## config.mk

```make
export PLATFORM = sky130hd
export DESIGN_NAME = sprite_renderer
export DESIGN_NICKNAME = d
export VERILOG_FILES = /design/src/rtl/sprite_renderer.sv
export SDC_FILE = /design/constraint.sdc
export NUM_CORES = 1
export LEC_CHECK = 0
export ABC_AREA = 0
export BUFFER_PORTS_ARGS = -buffer_cell sky130_fd_sc_hd__buf_2
export CORE_ASPECT_RATIO = 1.4
export CORE_MARGIN = 10
export CORE_UTILIZATION = 58
export CTS_BUF_LIST = sky130_fd_sc_hd__clkbuf_16
export DETAILED_ROUTE_END_ITERATION = 16
export PLACE_DENSITY = 0.8
export SLEW_MARGIN = 20
export SYNTH_ARGS = -nofsm -noshare
export SYNTH_HDL_FRONTEND = slang
export SYNTH_SLANG_ARGS = --single-unit
```

## constraint.sdc

```tcl
create_clock -name clk -period 3.7 [get_ports clk]
set_clock_uncertainty 0.2 [all_clocks]
set_input_delay 0.74 -clock clk [delete_from_list [all_inputs] [get_ports clk]]
set_output_delay 0.74 -clock clk [all_outputs]
set_load 0.005 [all_outputs]
```

## src/rtl/sprite_renderer.sv

```systemverilog
// Multi-sprite frame renderer: on each frame tick it erases every sprite at its previous position, then draws each enabled one.
// Optional macro SPRITE_RENDERER_CLIP_EN suppresses pixels outside SCREEN_W x SCREEN_H; the default build wraps coordinates.
module sprite_renderer #(
    parameter int          NUM_SPR   = 4,
    parameter int          SIZE_LOG2 = 2,
    parameter int          X_W       = 8,
    parameter int          Y_W       = 7,
    parameter logic [2:0]  BG_COLOR  = 3'b000,
    parameter int          SCREEN_W  = 160,
    parameter int          SCREEN_H  = 120
) (
    input  logic                   clk,
    input  logic                   resetn,
    input  logic                   frame_tick,
    input  logic [NUM_SPR*X_W-1:0] spr_x,
    input  logic [NUM_SPR*Y_W-1:0] spr_y,
    input  logic [NUM_SPR*3-1:0]   spr_c,
    input  logic [NUM_SPR*3-1:0]   spr_c2,
    input  logic [NUM_SPR-1:0]     spr_en,
    output logic [X_W-1:0]         vga_x,
    output logic [Y_W-1:0]         vga_y,
    output logic [2:0]             vga_c,
    output logic                   vga_we,
    output logic                   busy,
    output logic                   frame_done,
    output logic                   overrun
);

    localparam int OFF_W  = 2 * SIZE_LOG2;
    localparam int SLOT_W = (NUM_SPR > 1) ? $clog2(NUM_SPR) : 1;
    localparam logic [SLOT_W-1:0] LAST_SLOT = SLOT_W'(NUM_SPR - 1);

    typedef enum logic [2:0] {IDLE, LOAD, ERASE, DRAW, DONE} state_t;

    state_t            state, state_n;
    logic [SLOT_W-1:0] slot, slot_n;
    logic [OFF_W-1:0]  off, off_n;

    logic [X_W-1:0] old_x  [NUM_SPR];
    logic [Y_W-1:0] old_y  [NUM_SPR];
    logic           old_en [NUM_SPR];
    logic [X_W-1:0] new_x  [NUM_SPR];
    logic [Y_W-1:0] new_y  [NUM_SPR];
    logic [2:0]     new_c  [NUM_SPR];
    logic [2:0]     new_c2 [NUM_SPR];
    logic           new_en [NUM_SPR];

    logic [X_W-1:0]       cur_x;
    logic [Y_W-1:0]       cur_y;
    logic                 cur_en;
    logic [SIZE_LOG2-1:0] ox, oy;
    logic [X_W-1:0]       pix_x;
    logic [Y_W-1:0]       pix_y;
    logic [2:0]           pix_c;
    logic                 pix_we;
    logic                 in_range;

    // ERASE walks the previous-frame snapshot, DRAW walks the current one.
    always_comb begin
        cur_x  = (state == DRAW) ? new_x[slot]  : old_x[slot];
        cur_y  = (state == DRAW) ? new_y[slot]  : old_y[slot];
        cur_en = (state == DRAW) ? new_en[slot] : old_en[slot];
        ox     = off[SIZE_LOG2-1:0];
        oy     = off[OFF_W-1:SIZE_LOG2];
        pix_c  = BG_COLOR;
        if (state == DRAW)
            pix_c = (ox[0] ^ oy[0]) ? new_c2[slot] : new_c[slot];
    end

`ifdef SPRITE_RENDERER_CLIP_EN
    logic [X_W:0] sum_x;
    logic [Y_W:0] sum_y;

    // The extra carry bit makes a wrapped coordinate count as off-screen.
    always_comb begin
        sum_x    = {1'b0, cur_x} + (X_W+1)'(ox);
        sum_y    = {1'b0, cur_y} + (Y_W+1)'(oy);
        pix_x    = sum_x[X_W-1:0];
        pix_y    = sum_y[Y_W-1:0];
        in_range = (sum_x < (X_W+1)'(SCREEN_W)) && (sum_y < (Y_W+1)'(SCREEN_H));
    end
`else
    always_comb begin
        pix_x    = cur_x + X_W'(ox);
        pix_y    = cur_y + Y_W'(oy);
        in_range = 1'b1;
    end
`endif

    always_comb begin
        state_n = state;
        slot_n  = slot;
        off_n   = off;
        pix_we  = 1'b0;
        case (state)
            IDLE: begin
                if (frame_tick)
                    state_n = LOAD;
            end
            LOAD: begin
                state_n = ERASE;
                slot_n  = '0;
                off_n   = '0;
            end
            ERASE, DRAW: begin
                pix_we = cur_en & in_range;
                // A disabled slot costs exactly one idle cycle.
                if (!cur_en || off == '1) begin
                    off_n = '0;
                    if (slot == LAST_SLOT) begin
                        slot_n  = '0;
                        state_n = (state == ERASE) ? DRAW : DONE;
                    end else begin
                        slot_n = slot + SLOT_W'(1);
                    end
                end else begin
                    off_n = off + OFF_W'(1);
                end
            end
            DONE: state_n = IDLE;
            default: state_n = IDLE;
        endcase
    end

    always_ff @(posedge clk or negedge resetn) begin
        if (!resetn) begin
            state      <= IDLE;
            slot       <= '0;
            off        <= '0;
            vga_x      <= '0;
            vga_y      <= '0;
            vga_c      <= '0;
            vga_we     <= 1'b0;
            busy       <= 1'b0;
            frame_done <= 1'b0;
            overrun    <= 1'b0;
            for (int i = 0; i < NUM_SPR; i++) begin
                old_x[i]  <= '0;
                old_y[i]  <= '0;
                old_en[i] <= 1'b0;
                new_x[i]  <= '0;
                new_y[i]  <= '0;
                new_c[i]  <= '0;
                new_c2[i] <= '0;
                new_en[i] <= 1'b0;
            end
        end else begin
            state      <= state_n;
            slot       <= slot_n;
            off        <= off_n;
            vga_x      <= pix_x;
            vga_y      <= pix_y;
            vga_c      <= pix_c;
            vga_we     <= pix_we;
            busy       <= (state_n != IDLE);
            frame_done <= (state_n == DONE);
            if (frame_tick && state != IDLE)
                overrun <= 1'b1;
            if (state == LOAD) begin
                for (int i = 0; i < NUM_SPR; i++) begin
                    old_x[i]  <= new_x[i];
                    old_y[i]  <= new_y[i];
                    old_en[i] <= new_en[i];
                    new_x[i]  <= spr_x[i*X_W +: X_W];
                    new_y[i]  <= spr_y[i*Y_W +: Y_W];
                    new_c[i]  <= spr_c[i*3 +: 3];
                    new_c2[i] <= spr_c2[i*3 +: 3];
                    new_en[i] <= spr_en[i];
                end
            end
        end
    end

endmodule
```

==> metrics.cfg <==
[outcome]
status=finished clean

[floorplanning]
ios=113
start_util_pct=59.3
die-area_sq_um=19500
dieWidth_um=121
fp-row-count=51
die_y_um=161
core_sq_um=14000

[routing]
vias_per_cell=5.71
drc=0
vias=4714
ant_nets=0
drt_first_pass_iters=4
drt_wl_total_um=16700
drt-wirelength-per-cell_um=20.2
drtIter0Drc=266

[global_routing]
grt_remaining_overflow=0
grt_pass1_vias=5370
grt_start_max_net_pins=91
grt_first_pass_wirelength_um=27300
grt_util_all_layers_pct=17.7
antenna_found_initial=0

[sta]
max_freq_mhz=350
hold_violations=0
period_needed_ns=2.86
worst_slew_pin_slew_ns=0.860
rsz0062_at_grt=no
slew_headroom_pct=42.6
tns_ns=0
fin_crit_sh_pct=77.2
setup_ws_ns=0.843
finalMaxSlewViolations=0
setup_viol=0

[clock_tree]
ctsResizeCount=0
cts_buffer_depth=2
htree_levels=4
cts-buffers-inserted=17
clock_latency_ns=0.42
clk_pin_slew_worst_paths_ns=0.07
post-cts-setup-buffers=0
clock-root-buffer=clkbuf_16
cts_tree=yes
cts.sinks=183
cts_hold_buf=0

[power]
power.leakage_nw=4.21
comb_power_share_pct=36.6
swShare_pct=31.8
ir_worst_vdd_uv=479
switching_power_mw=2.78
power_mw=8.73
p_clk_share_pct=20.5
intPower_mw=5.95
p_per_area_nw_per_um2=912
pwr-share-seq_pct=42.9

[synth]
synthCells=521
ys_warn_count=0
synthArstFlopShare_pct=100
synth_top_area_share_pct=55.2
syn_nets=620
synth_edf_count=0
ys_types=43
synth_top_area_cell=dfrtp_1
synthFlopType=dfrtp_1
syn_area_per_cell_sq_um=15.9
synth-seq-cells=183
yosys-top-cells-area=dfrtp_1, mux2_2, mux4_1
ys_seq_area_share_pct=55.2
netlist_area_sq_um=8290

[worst_setup_path]
worst_ep_required_time_ns=3.80
cp-start-kind=register
critical_path_class=reg -> reg
r2r-end=vga_x[7]
cp.arrival_ns=2.95
cp_max_fo=18
end_kind=register
rrSetupSlack_ns=0.84
rr_worst_depth=8
r2r-start=slot[0]

[hold_path]
min_path_type=in -> async

[layout]
layout_common_cells=dfrtp_1, mux2_2, buf_2
drive_above_1_share_pct=52.0
multiInputGateArea_sq_um=3470
antenna_cells=0
final_cells=826
layout.nets=727
fillCellCount=985
layout_commonest_cell=dfrtp_1
syn_to_final_growth_pct=15.3
regArea_sq_um=4580

[flow_run]
max_cap_violations=0

[placement]
dp.cells=794
gp_congestion=0.819
hpwl_um=12000
place_ws_ns=0.855
port_buffers=112

==> cell families after synthesis <==
family	after synthesis	share of synthesized area, %
AO/OA/AOI/OAI	16	1.45
XOR/XNOR	12	1.27
adder cells (fa/ha/maj)	8	1.39
buffers and inverters	42	3.00
flip-flops	183	55.2
multiplexers	209	34.4
AND/OR/NAND/NOR	51	3.21
==> worst max-delay path by stage <==
| stage | start | to | slack, ns | depth (start not counted) |
|---|---|---|---|---|
| final | slot[0] | vga_x[7] | 0.84 | 8 |
| after global routing | slot[0] | vga_x[7] | 0.71 | 8 |
| after CTS | slot[0] | vga_x[7] | 0.83 | 8 |
| after detailed placement | slot[0] | vga_x[7] | 0.85 | 8 |
| after global placement | slot[0] | vga_x[7] | 0.96 | 8 |
| after floorplan | slot[1] | vga_y[6] | 0.91 | 12 |
==> routing by layer <==
layer  track usage, %  share of wire, %  wire length, um  vias to the layer above
met4             5.83               1.4              237                        0
met3             4.05               3.6              608                       17
met5                0                 0                0                        -
met2             33.5                57             9550                       93
li1                 -                 -                -                     2149
met1             18.7                38             6300                     2455
==> power groups by stage <==
| stage | Combinational (mW) | Sequential [mW] | Clock [mW] |
|---|---|---|---|
| 2_1_floorplan | 2.72 | 3.38 | 0 |
| 4_1_cts | 3.25 | 3.76 | 1.82 |
| 5_1_grt | 3.50 | 3.86 | 1.91 |
| 3_5_place_dp | 3.22 | 3.78 | 0 |
| 6_report | 3.19 | 3.74 | 1.79 |
| 3_3_place_gp | 3.08 | 3.69 | 0 |
==> registers in the layout, indices dropped and copies added, names as in the netlist <==
name        cells
vga_we          1
new_en          4
frame_done      1
new_c          12
state           3
vga_x           8
vga_c           3
overrun         1
old_en          4
vga_y           7
new_x          32
slot            2
new_c2         12
busy            1
off             4
new_y          28
old_x          32
old_y          28
==> cells in the mapped netlist (2+ instances only) <==
library cell / count
a21oi_1: 5
a31oi_1: 2
a32o_1: 2
and3_1: 2
buf_12: 3
buf_2: 24
clkbuf_1: 3
dfrtp_1: 183
fa_1: 2
ha_1: 6
inv_1: 9
mux2_2: 153
mux2i_1: 15
mux2i_4: 2
mux4_1: 18
mux4_2: 20
nand2_1: 13
nand3_1: 9
nand4_1: 3
nor2_1: 11
nor2b_1: 2
nor3_1: 2
o21ai_0: 2
xnor2_1: 8
xor2_1: 4
==> per-stage QoR <==
stage | hold WS (ns) | util (%) | instance area [sq um]
2_1_floorplan | 0.244 | - | 8290
3_3_place_gp | 0.250 | 64.2 | 8970
6_report | 0.183 | 68.4 | 9560
4_1_cts | 0.202 | 68.4 | 9560
3_5_place_dp | 0.267 | 64.2 | 8970
5_1_grt | 0.231 | 68.4 | 9560
==> critical path: stages, from the launching register on <==
cell and delay, ns:
dfrtp_2 0.70, mux4_1 0.63, mux2i_1 0.29, inv_1 0.08
ha_1 0.27, a21oi_1 0.07, a21oi_1 0.20, nand2_1 0.10
xor2_1 0.18
==> final cells by class <==
type	count	share of cell area, %
Tap cell	185	2.42
Sequential cell	183	47.9
Clock inverter	15	1.71
Multi-Input combinational cell	296	36.3
Clock buffer	17	4.45
Inverter	9	0.353
Timing Repair Buffer	121	6.90
Power figures use the tool's default switching activity.
